### src/rtl/mem_filter_sched_if.sv
// Handshake bundle between the NoC write path, the filter scheduler and the packetizer.
interface mem_filter_sched_if #(
  parameter int WIDTH_data     = 8,
  parameter int WIDTH_addr     = 12,
  parameter int WIDTH_dest     = 4,
  parameter int WIDTH_datatype = 2
);
  localparam int PW = WIDTH_dest + WIDTH_datatype + WIDTH_addr + WIDTH_data;

  logic                  in_valid;
  logic                  in_ready;
  logic [WIDTH_addr-1:0] in_addr;
  logic [WIDTH_data-1:0] in_data;
  logic                  out_valid;
  logic                  out_ready;
  logic [PW-1:0]         out_packet;
  logic                  done;
  logic                  err_addr;

  modport master (
    output in_valid, in_addr, in_data, out_ready,
    input  in_ready, out_valid, out_packet, done, err_addr
  );

  modport slave (
    input  in_valid, in_addr, in_data, out_ready,
    output in_ready, out_valid, out_packet, done, err_addr
  );
endinterface

### src/rtl/mem_filter_sched.sv
// Filter-weight memory: collects DEPTH_F x DEPTH_F weights, then broadcasts them
// row by row as {dest, datatype, addr, data} packets.
module mem_filter_sched #(
  parameter int WIDTH_data     = 8,
  parameter int WIDTH_addr     = 12,
  parameter int WIDTH_dest     = 4,
  parameter int WIDTH_datatype = 2,
  parameter int DEPTH_F        = 5,
  parameter int DEST_BASE      = 0,
  parameter int TYPE_FILTER    = 0
) (
  input logic clk,
  input logic rst,
  mem_filter_sched_if.slave bus
);
  localparam int N    = DEPTH_F * DEPTH_F;
  localparam int IW   = (N > 1) ? $clog2(N) : 1;
  localparam int CNTW = $clog2(N + 1);
  localparam int RW   = (DEPTH_F > 1) ? $clog2(DEPTH_F) : 1;
  localparam int PW   = WIDTH_dest + WIDTH_datatype + WIDTH_addr + WIDTH_data;

  typedef enum logic [1:0] {LOAD, SEND, DONE} state_t;

  state_t                state;
  logic [WIDTH_data-1:0] mem [N];
  logic [N-1:0]          loaded;
  logic [CNTW-1:0]       count;
  logic [IW-1:0]         idx;
  logic [RW-1:0]         row;
  logic [RW-1:0]         col;
  logic                  in_ready_r;
  logic                  vld_p1;
  logic [PW-1:0]         pkt_p1;
  logic                  done_r;
  logic                  err_r;

  logic                  addr_ok;
  logic [IW-1:0]         waddr;
  logic                  wr_en;
  logic [IW-1:0]         nidx;
  logic [RW-1:0]         nrow;
  logic [RW-1:0]         ncol;

  function automatic logic [PW-1:0] make_pkt(input logic [RW-1:0] r,
                                             input logic [IW-1:0] i,
                                             input logic [WIDTH_data-1:0] d);
    logic [WIDTH_dest-1:0] dst;
    dst = WIDTH_dest'(DEST_BASE) + WIDTH_dest'(r);
    return {dst, WIDTH_datatype'(TYPE_FILTER), WIDTH_addr'(i), d};
  endfunction

  assign addr_ok = (32'(bus.in_addr) < 32'(N));
  assign waddr   = bus.in_addr[IW-1:0];
  assign wr_en   = (state == LOAD) && in_ready_r && bus.in_valid && addr_ok;

  // Row/column stepping replaces a divide by DEPTH_F on the read index.
  always_comb begin
    nidx = idx + IW'(1);
    nrow = row;
    ncol = col + RW'(1);
    if (col == RW'(DEPTH_F - 1)) begin
      ncol = '0;
      nrow = row + RW'(1);
    end
  end

  always_ff @(posedge clk) begin
    if (wr_en) mem[waddr] <= bus.in_data;
  end

  always_ff @(posedge clk) begin
    if (rst) begin
      state      <= LOAD;
      loaded     <= '0;
      count      <= '0;
      idx        <= '0;
      row        <= '0;
      col        <= '0;
      in_ready_r <= 1'b0;
      vld_p1     <= 1'b0;
      pkt_p1     <= '0;
      done_r     <= 1'b0;
      err_r      <= 1'b0;
    end else begin
      case (state)
        LOAD: begin
          in_ready_r <= 1'b1;
          if (in_ready_r && bus.in_valid) begin
            if (!addr_ok) begin
              err_r <= 1'b1;
            end else if (!loaded[waddr]) begin
              loaded[waddr] <= 1'b1;
              count         <= count + CNTW'(1);
              if (count == CNTW'(N - 1)) begin
                state      <= SEND;
                in_ready_r <= 1'b0;
              end
            end
          end
        end
        // p1: packet register, reloaded from the array on each acceptance
        SEND: begin
          if (!vld_p1) begin
            vld_p1 <= 1'b1;
            pkt_p1 <= make_pkt(row, idx, mem[idx]);
          end else if (bus.out_ready) begin
            if (idx == IW'(N - 1)) begin
              vld_p1 <= 1'b0;
              done_r <= 1'b1;
              state  <= DONE;
            end else begin
              idx    <= nidx;
              row    <= nrow;
              col    <= ncol;
              pkt_p1 <= make_pkt(nrow, nidx, mem[nidx]);
            end
          end
        end
        DONE: begin
          done_r     <= 1'b0;
          loaded     <= '0;
          count      <= '0;
          idx        <= '0;
          row        <= '0;
          col        <= '0;
          in_ready_r <= 1'b1;
          state      <= LOAD;
        end
        default: state <= LOAD;
      endcase
    end
  end

  assign bus.in_ready   = in_ready_r;
  assign bus.out_valid  = vld_p1;
  assign bus.out_packet = pkt_p1;
  assign bus.done       = done_r;
  assign bus.err_addr   = err_r;
endmodule

### src/flat_wrapper.sv
// flat-port wrapper written by rule: the top's interface ports become plain ports
module mem_filter_sched_flat 
#(
  parameter int WIDTH_data     = 8,
  parameter int WIDTH_addr     = 12,
  parameter int WIDTH_dest     = 4,
  parameter int WIDTH_datatype = 2,
  parameter int DEPTH_F        = 5,
  parameter int DEST_BASE      = 0,
  parameter int TYPE_FILTER    = 0
)
  (clk, rst, bus_in_valid, bus_in_addr, bus_in_data, bus_out_ready, bus_in_ready, bus_out_valid, bus_out_packet, bus_done, bus_err_addr);
  mem_filter_sched_if #(.WIDTH_data(WIDTH_data), .WIDTH_addr(WIDTH_addr), .WIDTH_dest(WIDTH_dest), .WIDTH_datatype(WIDTH_datatype)) bus_i ();
  input logic clk;
  input logic rst;
  input wire logic [$bits(bus_i.in_valid)-1:0] bus_in_valid;
  input wire logic [$bits(bus_i.in_addr)-1:0] bus_in_addr;
  input wire logic [$bits(bus_i.in_data)-1:0] bus_in_data;
  input wire logic [$bits(bus_i.out_ready)-1:0] bus_out_ready;
  output wire logic [$bits(bus_i.in_ready)-1:0] bus_in_ready;
  output wire logic [$bits(bus_i.out_valid)-1:0] bus_out_valid;
  output wire logic [$bits(bus_i.out_packet)-1:0] bus_out_packet;
  output wire logic [$bits(bus_i.done)-1:0] bus_done;
  output wire logic [$bits(bus_i.err_addr)-1:0] bus_err_addr;
  assign bus_i.in_valid = bus_in_valid;
  assign bus_i.in_addr = bus_in_addr;
  assign bus_i.in_data = bus_in_data;
  assign bus_i.out_ready = bus_out_ready;
  assign bus_in_ready = bus_i.in_ready;
  assign bus_out_valid = bus_i.out_valid;
  assign bus_out_packet = bus_i.out_packet;
  assign bus_done = bus_i.done;
  assign bus_err_addr = bus_i.err_addr;
  mem_filter_sched #(.WIDTH_data(WIDTH_data), .WIDTH_addr(WIDTH_addr), .WIDTH_dest(WIDTH_dest), .WIDTH_datatype(WIDTH_datatype), .DEPTH_F(DEPTH_F), .DEST_BASE(DEST_BASE), .TYPE_FILTER(TYPE_FILTER)) u_core (.clk(clk), .rst(rst), .bus(bus_i));
endmodule
### config.mk
export PLATFORM = sky130hd
export DESIGN_NAME = mem_filter_sched_flat
export DESIGN_NICKNAME = d
export VERILOG_FILES = /design/src/rtl/mem_filter_sched_if.sv /design/src/rtl/mem_filter_sched.sv /design/src/flat_wrapper.sv
export SDC_FILE = /design/constraint.sdc
export NUM_CORES = 1
export LEC_CHECK = 0
export CORE_ASPECT_RATIO = 2
export CORE_MARGIN = 3
export CORE_UTILIZATION = 65
export CTS_CLUSTER_DIAMETER = 100
export DETAILED_ROUTE_END_ITERATION = 7
export HOLD_SLACK_MARGIN = 0.15
export PLACE_DENSITY = 0.85
export SLEW_MARGIN = 25
export SYNTH_ARGS = -nofsm -noshare
export SYNTH_HDL_FRONTEND = slang
export SYNTH_SLANG_ARGS = --single-unit
### constraint.sdc
create_clock -name clk -period 5.8 [get_ports clk]
set_input_delay 1.45 -clock clk [delete_from_list [all_inputs] [get_ports clk]]
set_output_delay 1.45 -clock clk [all_outputs]
set_load 0.02 [all_outputs]
Word-level counts from Yosys, hierarchy flattened
Memories as Yosys holds them, arrays and structs flattened. A register that Yosys moved wholly into a read port is not among the register bits. Index checks and enable logic that the tools add are counted.

Input bits: 24. Bits in writable memories: 200. Output and inout port bits: 30. Bits in registers: 73. Word-level logic and storage cells: 103. Memories: 1.

Memories: u_core.mem (words 25, width 8, rd ports 2, clocked after memory_dff 1, wr ports 1, RTL line mem_filter_sched.sv:25) `logic [WIDTH_data-1:0] mem [N];`.

Reductions and logical operators: 14. Muxes and demuxes: 53. Bitwise operators: 2. $lt $le $gt $ge: 3. Equal/unequal tests: 15. $add $sub $neg: 4.

Operator list (count): 26-bit two-way mux (3); 25-bit two-way mux (3); 25-bit case mux with 2 select lines (1); 5-bit two-way mux (8); 25-bit OR (1); 3-bit two-way mux (8); 5-bit case mux with 2 select lines (2); 1-bit two-way mux (14); 2-bit two-way mux (7); 2-bit inequality test, second input constant (7); 12-bit by 5-bit < comparator with 1-bit output, second input constant (1); 3-bit case mux with 2 select lines (2); 4-bit AND reduction (3); 5-bit by 1-bit adder with 5-bit output, second input constant (2); 5-bit == test, second input constant (2); 7-bit AND reduction (1); 3-bit by 1-bit adder with 3-bit output, second input constant (2); 5-bit by 6-bit < comparator with 1-bit output, second input constant (1); 2-bit by 1-bit inequality test with 1-bit output, second input constant (3); 3-bit AND reduction (2); 1-bit binary-select mux with 5-bit select (1); 1-bit demux with 5-bit select (1); 5-bit by 1-bit >= comparator with 1-bit output, second input constant (1); 1-bit logical AND (5); 8 further kinds (10).

Logic depth before layout (Yosys ltp)
Gate-level depths: netlist of run 1.

Depth in word-level cells: 9. Depth in mapped cells: 12. Depth with buffers taken out: 8.

Worst setup path before layout of run 1
OpenSTA, ideal clock, no wires.

Path type: input port to flip-flop. Start point: input bus_in_addr[8]. End point: memory u_core.mem[0][0] (enable). Data required time: 5.417 ns. Library setup time: 0.383 ns. Data arrival time: 3.261 ns. Cell stages on the path: 6. Setup slack: 2.155 ns. Path buffers: 0. Cell sequence: or4_4 nor2_1 o21ai_0 nor4_2 nand2_1 nor3_1.

Longest elaborated chain between the ends: 4.

RTL lines: start: declaration (RTL line flat_wrapper.sv:17) `input wire logic [$bits(bus_i.in_addr)-1:0] bus_in_addr;`; 12-bit by 5-bit < comparator with 1-bit output (RTL line mem_filter_sched.sv:52) `assign addr_ok = (32'(bus.in_addr) < 32'(N));`; 1-bit logical AND (RTL line mem_filter_sched.sv:54) `assign wr_en = (state == LOAD) && in_ready_r && bus.in_valid && addr_ok;`; 1-bit two-way mux (RTL line mem_filter_sched.sv:68) `if (wr_en) mem[waddr] <= bus.in_data;`; 1-bit two-way mux (not written as such) (RTL line mem_filter_sched.sv:68); end: declaration (RTL line mem_filter_sched.sv:25).

No other way between the ends.

Worst setup path in the final report of run 1
Start point: input bus_in_addr[0]. End point: memory u_core.mem[13][1] (enable).

Longest elaborated chain between the ends: 4.

RTL lines (RTL line): 12-bit by 5-bit < comparator with 1-bit output (mem_filter_sched.sv:52); 1-bit logical AND (mem_filter_sched.sv:54); 1-bit two-way mux (mem_filter_sched.sv:68); 1-bit two-way mux (not written as such) (mem_filter_sched.sv:68).

Parallel ways exist; a longest one is shown, timed or not.

==> flow_summary.yaml, run 1 <==
detailed_routing:
  drt-wirelength-per-cell_microns: 33.6
  drt_iter0_markers: 1061
  drc: 0
  ant_nets: 0
  dr.pass1.iters: 5
  vias_per_cell: 7.57
  wirelength_microns: 38100
  dr_total_vias: 8575
flow_run:
  maxCapViolations: 0
grt:
  overflow: 0
  first_global_vias: 8696
  grt_pass1_wl_microns: 56000
  grt_max_degree: 52
  antenna_found_initial: 1
  grt_usage_pct: 36.3
worst_setup_path:
  worst-setup-path-type: "input port to register"
  r2r_slack_ns: 2.50
  required_ns: 5.96
  rr_startpoint: "u_core.idx[0]"
  path_cells: "clkdlybuf4s50_1, nor3_1, o21ai_0, nor4_2, nand3b_1, nor2_1"
  timing.rr.end: "u_core.bus.out_packet[1]"
  max_stage_delay_ns: 0.76
  worstPathArrival_ns: 4.45
  worstSetupStartpointType: "input port"
  reg2reg_depth: 9
  worstSetupEndpointType: "register"
  critPathSlowestCell: "nor2_1"
  critPathMaxFanout: 15
synth:
  ys_seq_area_share_pct: 58.1
  yosys.cell_types.count: 67
  synth_ff_type: "edfxtp_1"
  async_flop_share_pct: 0
  ys_warn_count: 0
  synthCells: 845
  synth_edf_count: 200
  synth_area_sq_um: 12700
  synth_seq_cells: 268
  avgSynthCellArea_sq_um: 15.0
power_and_ir_drop:
  power_density_nw_per_um2: 269
  power_frac_clock_pct: 42.5
  p_comb_share_pct: 2.4
  power_leakage_uw: 0.00425
  power.switching_uw: 774
  ir_worst_vdd_mv: 0.226
  seq_power_share_pct: 55.1
  p_sw_share_pct: 20.7
  internal_power_uw: 2960
sta:
  setup_slack_ns: 1.51
  skew_ns: 0.0202
  finalHoldViolCount: 0
  period_share_pct: 74.0
  rsz0062_at_grt: "false"
  tightest_slew_ns: 1.05
  setup_tns_ns: 0
  finalSetupViolCount: 0
  drv_slew: 0
  period_minus_slack_ns: 4.29
  whs_ns: 0.470
  fmax_mhz: 233
  relSlewSlack_pct: 29.6
clock_tree:
  cts_tree: "built"
  cts.sink_count: 268
  clk_pin_slew_ns: 0.07
  cts_resized: 0
  post-cts-setup-buffers: 0
  max-clock-path-buffers: 3
  insertion_delay_ns: 0.54
  clk_root_buffer_cell: "clkbuf_16"
  holdBufCountCts: 0
  cts_buffers: 23
  htreeDepth: 1
die:
  placementRows: 71
  die_area_sq_um: 21300
  ios: 54
  start_util_pct: 66.7
  die_x_microns: 105
  die_y_microns: 203
  core_area_sq_um: 19000
worst_hold_path:
  hold_class: "register to register"
  hold_depth: 2
  min_to: "u_core.loaded[24]"
  hold_start: "u_core.loaded[24]"
cells_and_area:
  nets: 891
  fin_cells: 1133
  final_util_pct: 73.1
  drive_above_1_share_pct: 19.4
  synthToLayoutAreaGrowth_pct: 9.66
place:
  io_buffer_count: 43
  pre_cts_slack_ns: 1.00
  gp_congestion: 1.07
  dp.cells: 1089
  dp_hpwl_microns: 26100
outcome:
  status: "finished clean"
[placed cells by master (no fill, tap or decap), drive strengths merged, types with 3 or more instances in the layout]
| cell type | synthesis | layout |
|---|---|---|
| a211oi | 17 | 17 |
| o21ai | 9 | 9 |
| buf | 52 | 18 |
| nand4 | 21 | 21 |
| nor2 | 89 | 89 |
| mux2 | 12 | 12 |
| edfxtp | 200 | 200 |
| mux4 | 98 | 98 |
| nand3 | 20 | 20 |
| clkdlybuf4s50 | 0 | 36 |
| a31oi | 38 | 38 |
| or3 | 4 | 4 |
| and2 | 7 | 7 |
| dfxtp | 68 | 68 |
| a32o | 3 | 3 |
| clkinv | 1 | 8 |
| a22oi | 12 | 12 |
| nor2b | 6 | 6 |
| nand2b | 7 | 7 |
| conb | 1 | 10 |
| xor2 | 8 | 8 |
| clkinvlp | 0 | 4 |
| clkbuf | 21 | 25 |
| nor4 | 3 | 3 |
| and3 | 6 | 6 |
| mux2i | 19 | 19 |
| nor3b | 5 | 5 |
| nor3 | 12 | 12 |
| a2111o | 6 | 6 |
| bufinv | 0 | 3 |
| nand2 | 28 | 28 |
| and4 | 3 | 3 |
| inv | 10 | 12 |
| a31o | 3 | 3 |
| o211ai | 3 | 3 |
| a21oi | 17 | 17 |
| ha | 7 | 7 |
| a222oi | 6 | 6 |
| xnor2 | 4 | 4 |
[layer usage]
metal / vias to the layer above / wire (microns) / share of wire [%] / track usage (%)
met1: 4208 / 11000 / 29 / 38.3
met5: - / 0 / 0 / 0.714
li1: 3415 / - / - / -
met2: 716 / 19700 / 52 / 63.5
met3: 236 / 3260 / 8.6 / 6.91
met4: 0 / 4190 / 11 / 27.6
[how the worst max path moves through the flow]
stage,slack [ns],end,from
after global routing,1.29,u_core.mem[13][0],bus_in_addr[0]
after CTS,1.52,u_core.mem[13][4],bus_in_addr[0]
final,1.51,u_core.mem[13][1],bus_in_addr[0]
after floorplan,2.16,u_core.mem[0][0],bus_in_addr[8]
after global placement,1.20,u_core.mem[13][4],bus_in_addr[0]
after detailed placement,1.00,u_core.mem[13][6],bus_in_addr[0]
[sequential cells by signal (all words and copies together), names as in the netlist, named ones only]
name	cells
u_core.bus.done	1
u_core.bus.err_addr	1
u_core.bus.in_ready	1
u_core.bus.out_packet	16
u_core.bus.out_valid	1
u_core.col	3
u_core.count	5
u_core.idx	5
u_core.loaded	25
u_core.mem	200
u_core.row	3
u_core.state	2
[metrics by stage]
| stage | total power (uW) | cell area (sq um) |
|---|---|---|
| 5_1_grt | 3810 | 13900 |
| 2_1_floorplan | 2140 | 12700 |
| 3_5_place_dp | 2190 | 13100 |
| 4_1_cts | 3740 | 13900 |
| 3_3_place_gp | 2190 | 13100 |
| 6_report | 3730 | 13900 |
[synth_stat cells (3+ instances only)]
cell type  instances  area, sq um
ha_1               7         87.6
mux4_2            85         1910
a222oi_1           6         60.1
clkbuf_1          21         78.8
mux2_2            11          124
buf_6              9          101
a211oi_1          17          128
a22oi_1           12         90.1
nand3_1           20          100
edfxtp_1         200         6010
nand4_1           20          125
nor2b_1            6         37.5
buf_2             19         95.1
nor2_1            88          330
buf_4             17          128
a2111o_1           6         67.6
mux4_1            13          342
mux2i_1           19          190
o211ai_1           3         22.5
nor3_1            11         55.1
a31oi_1           38          238
and2_1             7         43.8
dfxtp_1           68         1360
nand2b_1           7         43.8
xnor2_1            4         35.0
and3_1             5         31.3
or3_1              4         25.0
xor2_1             7         61.3
buf_1              5         18.8
nor3b_1            5         37.5
inv_1             10         37.5
o21ai_0            8         40.0
a32o_1             3         30.0
nand2_1           28          105
a21oi_1           17         85.1
[worst max-delay path: cells and delay by family]
family | cells | cell delay (ns)
AO/OA/AOI/OAI | 1 | 0.22
buffers and inverters | 1 | 0.67
AND/OR/NAND/NOR | 4 | 2.10
[final cells by class]
cell class | instances | area [sq um]
well taps | 255 | 319
multi-input cells | 502 | 4870
clock inverters | 16 | 174
repair buffers | 54 | 518
inverters | 11 | 41.3
fillers | 1187 | 5120
flip-flops and latches | 268 | 7370
diodes | 2 | 5.00
clock buffers | 25 | 593
[kinds of logic (layout without fill, tap and decap cells)]
family,Yosys count,after routing,share of synthesized area [%]
adders and majority gates,7,7,0.691
buffers and inverters,84,106,3.93
DFF,268,268,58.1
AOI/OAI and AO/OA,124,124,7.05
muxes,129,129,20.4
other,1,12,0.0296
and+or+nand+nor,220,220,8.87
xor gates and xnor gates,12,12,0.889
[power groups by stage]
stage	combinational, uW	sequential (uW)	clock (uW)
after global routing	92.7	2060	1670
after global placement	85.0	2100	0
after CTS	88.5	2060	1590
final	88.5	2060	1590
after detailed placement	89.3	2100	0
after floorplan	40.1	2100	0
Note: power is estimated with default switching activity, not from simulation.
==> run 2: changes to the inputs <==
--- a/config.mk
+++ b/config.mk
@@ -7,11 +7,11 @@
 export LEC_CHECK = 0
 export CORE_ASPECT_RATIO = 2
 export CORE_MARGIN = 3
-export CORE_UTILIZATION = 65
+export CORE_UTILIZATION = 55
 export CTS_CLUSTER_DIAMETER = 100
 export DETAILED_ROUTE_END_ITERATION = 7
 export HOLD_SLACK_MARGIN = 0.15
-export PLACE_DENSITY = 0.85
+export PLACE_DENSITY = 0.76
 export SLEW_MARGIN = 25
 export SYNTH_ARGS = -nofsm -noshare
 export SYNTH_HDL_FRONTEND = slang
==> constraint.sdc (replaced) <==
create_clock -name clk -period 3.8 [get_ports clk]
set_input_delay 0.95 -clock clk [delete_from_list [all_inputs] [get_ports clk]]
set_output_delay 0.95 -clock clk [all_outputs]
set_load 0.02 [all_outputs]
==> flow_summary.yaml, run 2 (same netlist as run 1, synthesis figures left out) <==
cells_and_area:
  fin_cells: 1202
  layout_common_cells: "200 x edfxtp_1, 88 x nor2_1, 85 x mux4_2"
  drive_above_1_share_pct: 22.3
  layout_commonest_cell: "edfxtp_1"
  synthToLayoutAreaGrowth_pct: 12.3
  regMostFlops: "u_core.mem"
  n_antenna_cell: 0
  nets: 937
  largest_reg_flops: 200
  final_util_pct: 62.8
  register_area_sq_um: 7370
  n_fill_cell: 1644
  fin_area_sq_um: 14200
  multi_input_area_sq_um: 4880
die:
  placementRows: 78
  start_util_pct: 56.0
  die_area_sq_um: 25000
  ios: 54
  die_y_microns: 221
  core_area_sq_um: 22600
  die_x_microns: 113
power_and_ir_drop:
  internal_power_uw: 4460
  seq_power_share_pct: 56.3
  power_density_nw_per_um2: 392
  power_leakage_uw: 0.00448
  p_sw_share_pct: 19.9
  p_comb_share_pct: 2.4
  ir_worst_vdd_mv: 0.343
  power.switching_uw: 1110
  power_frac_clock_pct: 41.3
sta:
  skew_ns: 0.0162
  fmax_mhz: 313
  tightest_slew_ns: 1.14
  setup_tns_ns: 0
  period_minus_slack_ns: 3.20
  rsz0062_at_grt: "false"
  relSlewSlack_pct: 23.6
  finalHoldViolCount: 0
  period_share_pct: 84.2
  whs_ns: 0.465
  finalSetupViolCount: 0
  drv_slew: 0
outcome:
  status: "finished clean"
detailed_routing:
  wirelength_microns: 33500
  vias_per_cell: 6.82
  dr_total_vias: 8196
  ant_nets: 0
  drt_iter0_markers: 815
  drc: 0
  drt-wirelength-per-cell_microns: 27.8
  dr.pass1.iters: 5
grt:
  overflow: 0
  first_global_vias: 8217
  antenna_found_initial: 0
  grt_max_degree: 45
  grt_usage_pct: 27.4
  grt_pass1_wl_microns: 50400
worst_setup_path:
  critPathSlowestCell: "buf_4"
  worstSetupEndpointType: "register"
  max_stage_delay_ns: 0.54
  worst-setup-path-type: "register to register"
  required_ns: 4.20
  worstSetupStartpointType: "register"
  path_cells: "buf_4, ha_1, xor2_4, buf_4, mux2_2, nand3_1, a31oi_1, a2111o_1"
  crit_family: "buffers and inverters"
  cpMostUsedCell: "buf_4"
  critPathMaxFanout: 44
  worstPathArrival_ns: 3.60
  crit_buf_inv: 2
clock_tree:
  htreeDepth: 1
  post-cts-setup-buffers: 0
  max-clock-path-buffers: 3
  cts_tree: "built"
  holdBufCountCts: 0
  insertion_delay_ns: 0.53
  cts_buffers: 23
  cts_resized: 0
  clk_root_buffer_cell: "clkbuf_16"
  clk_pin_slew_ns: 0.07
  cts.sink_count: 268
place:
  dp_hpwl_microns: 23400
  io_buffer_count: 43
  dp.cells: 1161
  placed_cell_area_sq_um: 13500
  gp_congestion: 0.932
worst_hold_path:
  hold_class: "register to register"
flow_run:
  maxCapViolations: 0
==> run 2: changes by cell type in the layout (fill, tap and decap cells not counted), moves of 4 or more <==
cell | before | now
clkdlybuf4s50_1 | 36 | 43
clkbuf_1 | 1 | 5
buf_2 | 7 | 0
buf_4 | 9 | 57
==> run 2: final timing paths <==
| kind | startpoint | endpoint | slack (ns) | depth (start not counted) |
|---|---|---|---|---|
| max | u_core.idx[0] | u_core.bus.out_packet[7] | 0.60 | 8 |
| max reg2reg | u_core.idx[0] | u_core.bus.out_packet[7] | 0.60 | 8 |
| min reg2reg | u_core.loaded[24] | u_core.loaded[24] | 0.47 | 2 |
| min | u_core.loaded[24] | u_core.loaded[24] | 0.47 | 2 |
==> run 2: metrics by stage <==
stage	power (uW)	worst slack (ns)
finish	5580	0.601
detailed placement	3340	0.123
CTS	5610	0.626
global placement	3340	0.189
floorplan	3270	0.655
global route	5710	0.448
==> run 2: worst register-to-register path, cell delays in order, from the launching register on <==
cell and delay [ns]:
dfxtp_2 0.32, buf_4 0.54, ha_1 0.47, xor2_4 0.16, buf_4 0.50, mux2_2 0.46, nand3_1 0.10, a31oi_1 0.13
a2111o_1 0.41
==> run 2: area by class of cell <==
type,instances,area share (%)
Timing Repair Buffer,100,6.03
Clock buffer,32,4.64
Inverter,11,0.290
Clock inverter,9,0.501
Sequential cell,268,51.8
Multi-Input combinational cell,502,34.3
Tap cell,280,2.46
==> run 2: routing by layer <==
layer  part of all wire (%)  global-route usage, %  vias up
met5                      0                      0        -
met4                    7.3                   17.3        0
met3                    7.5                   4.27      133
met2                     53                   49.6      487
met1                     32                   29.4     4057
li1                       -                      -     3519
==> run 2: power by group through the flow <==
| stage | Combinational [uW] | Clock [uW] | Sequential, uW |
|---|---|---|---|
| after floorplan | 61.3 | 0 | 3210 |
| after global routing | 143 | 2430 | 3140 |
| final | 133 | 2300 | 3140 |
| after global placement | 130 | 0 | 3210 |
| after detailed placement | 131 | 0 | 3210 |
| after CTS | 132 | 2330 | 3140 |
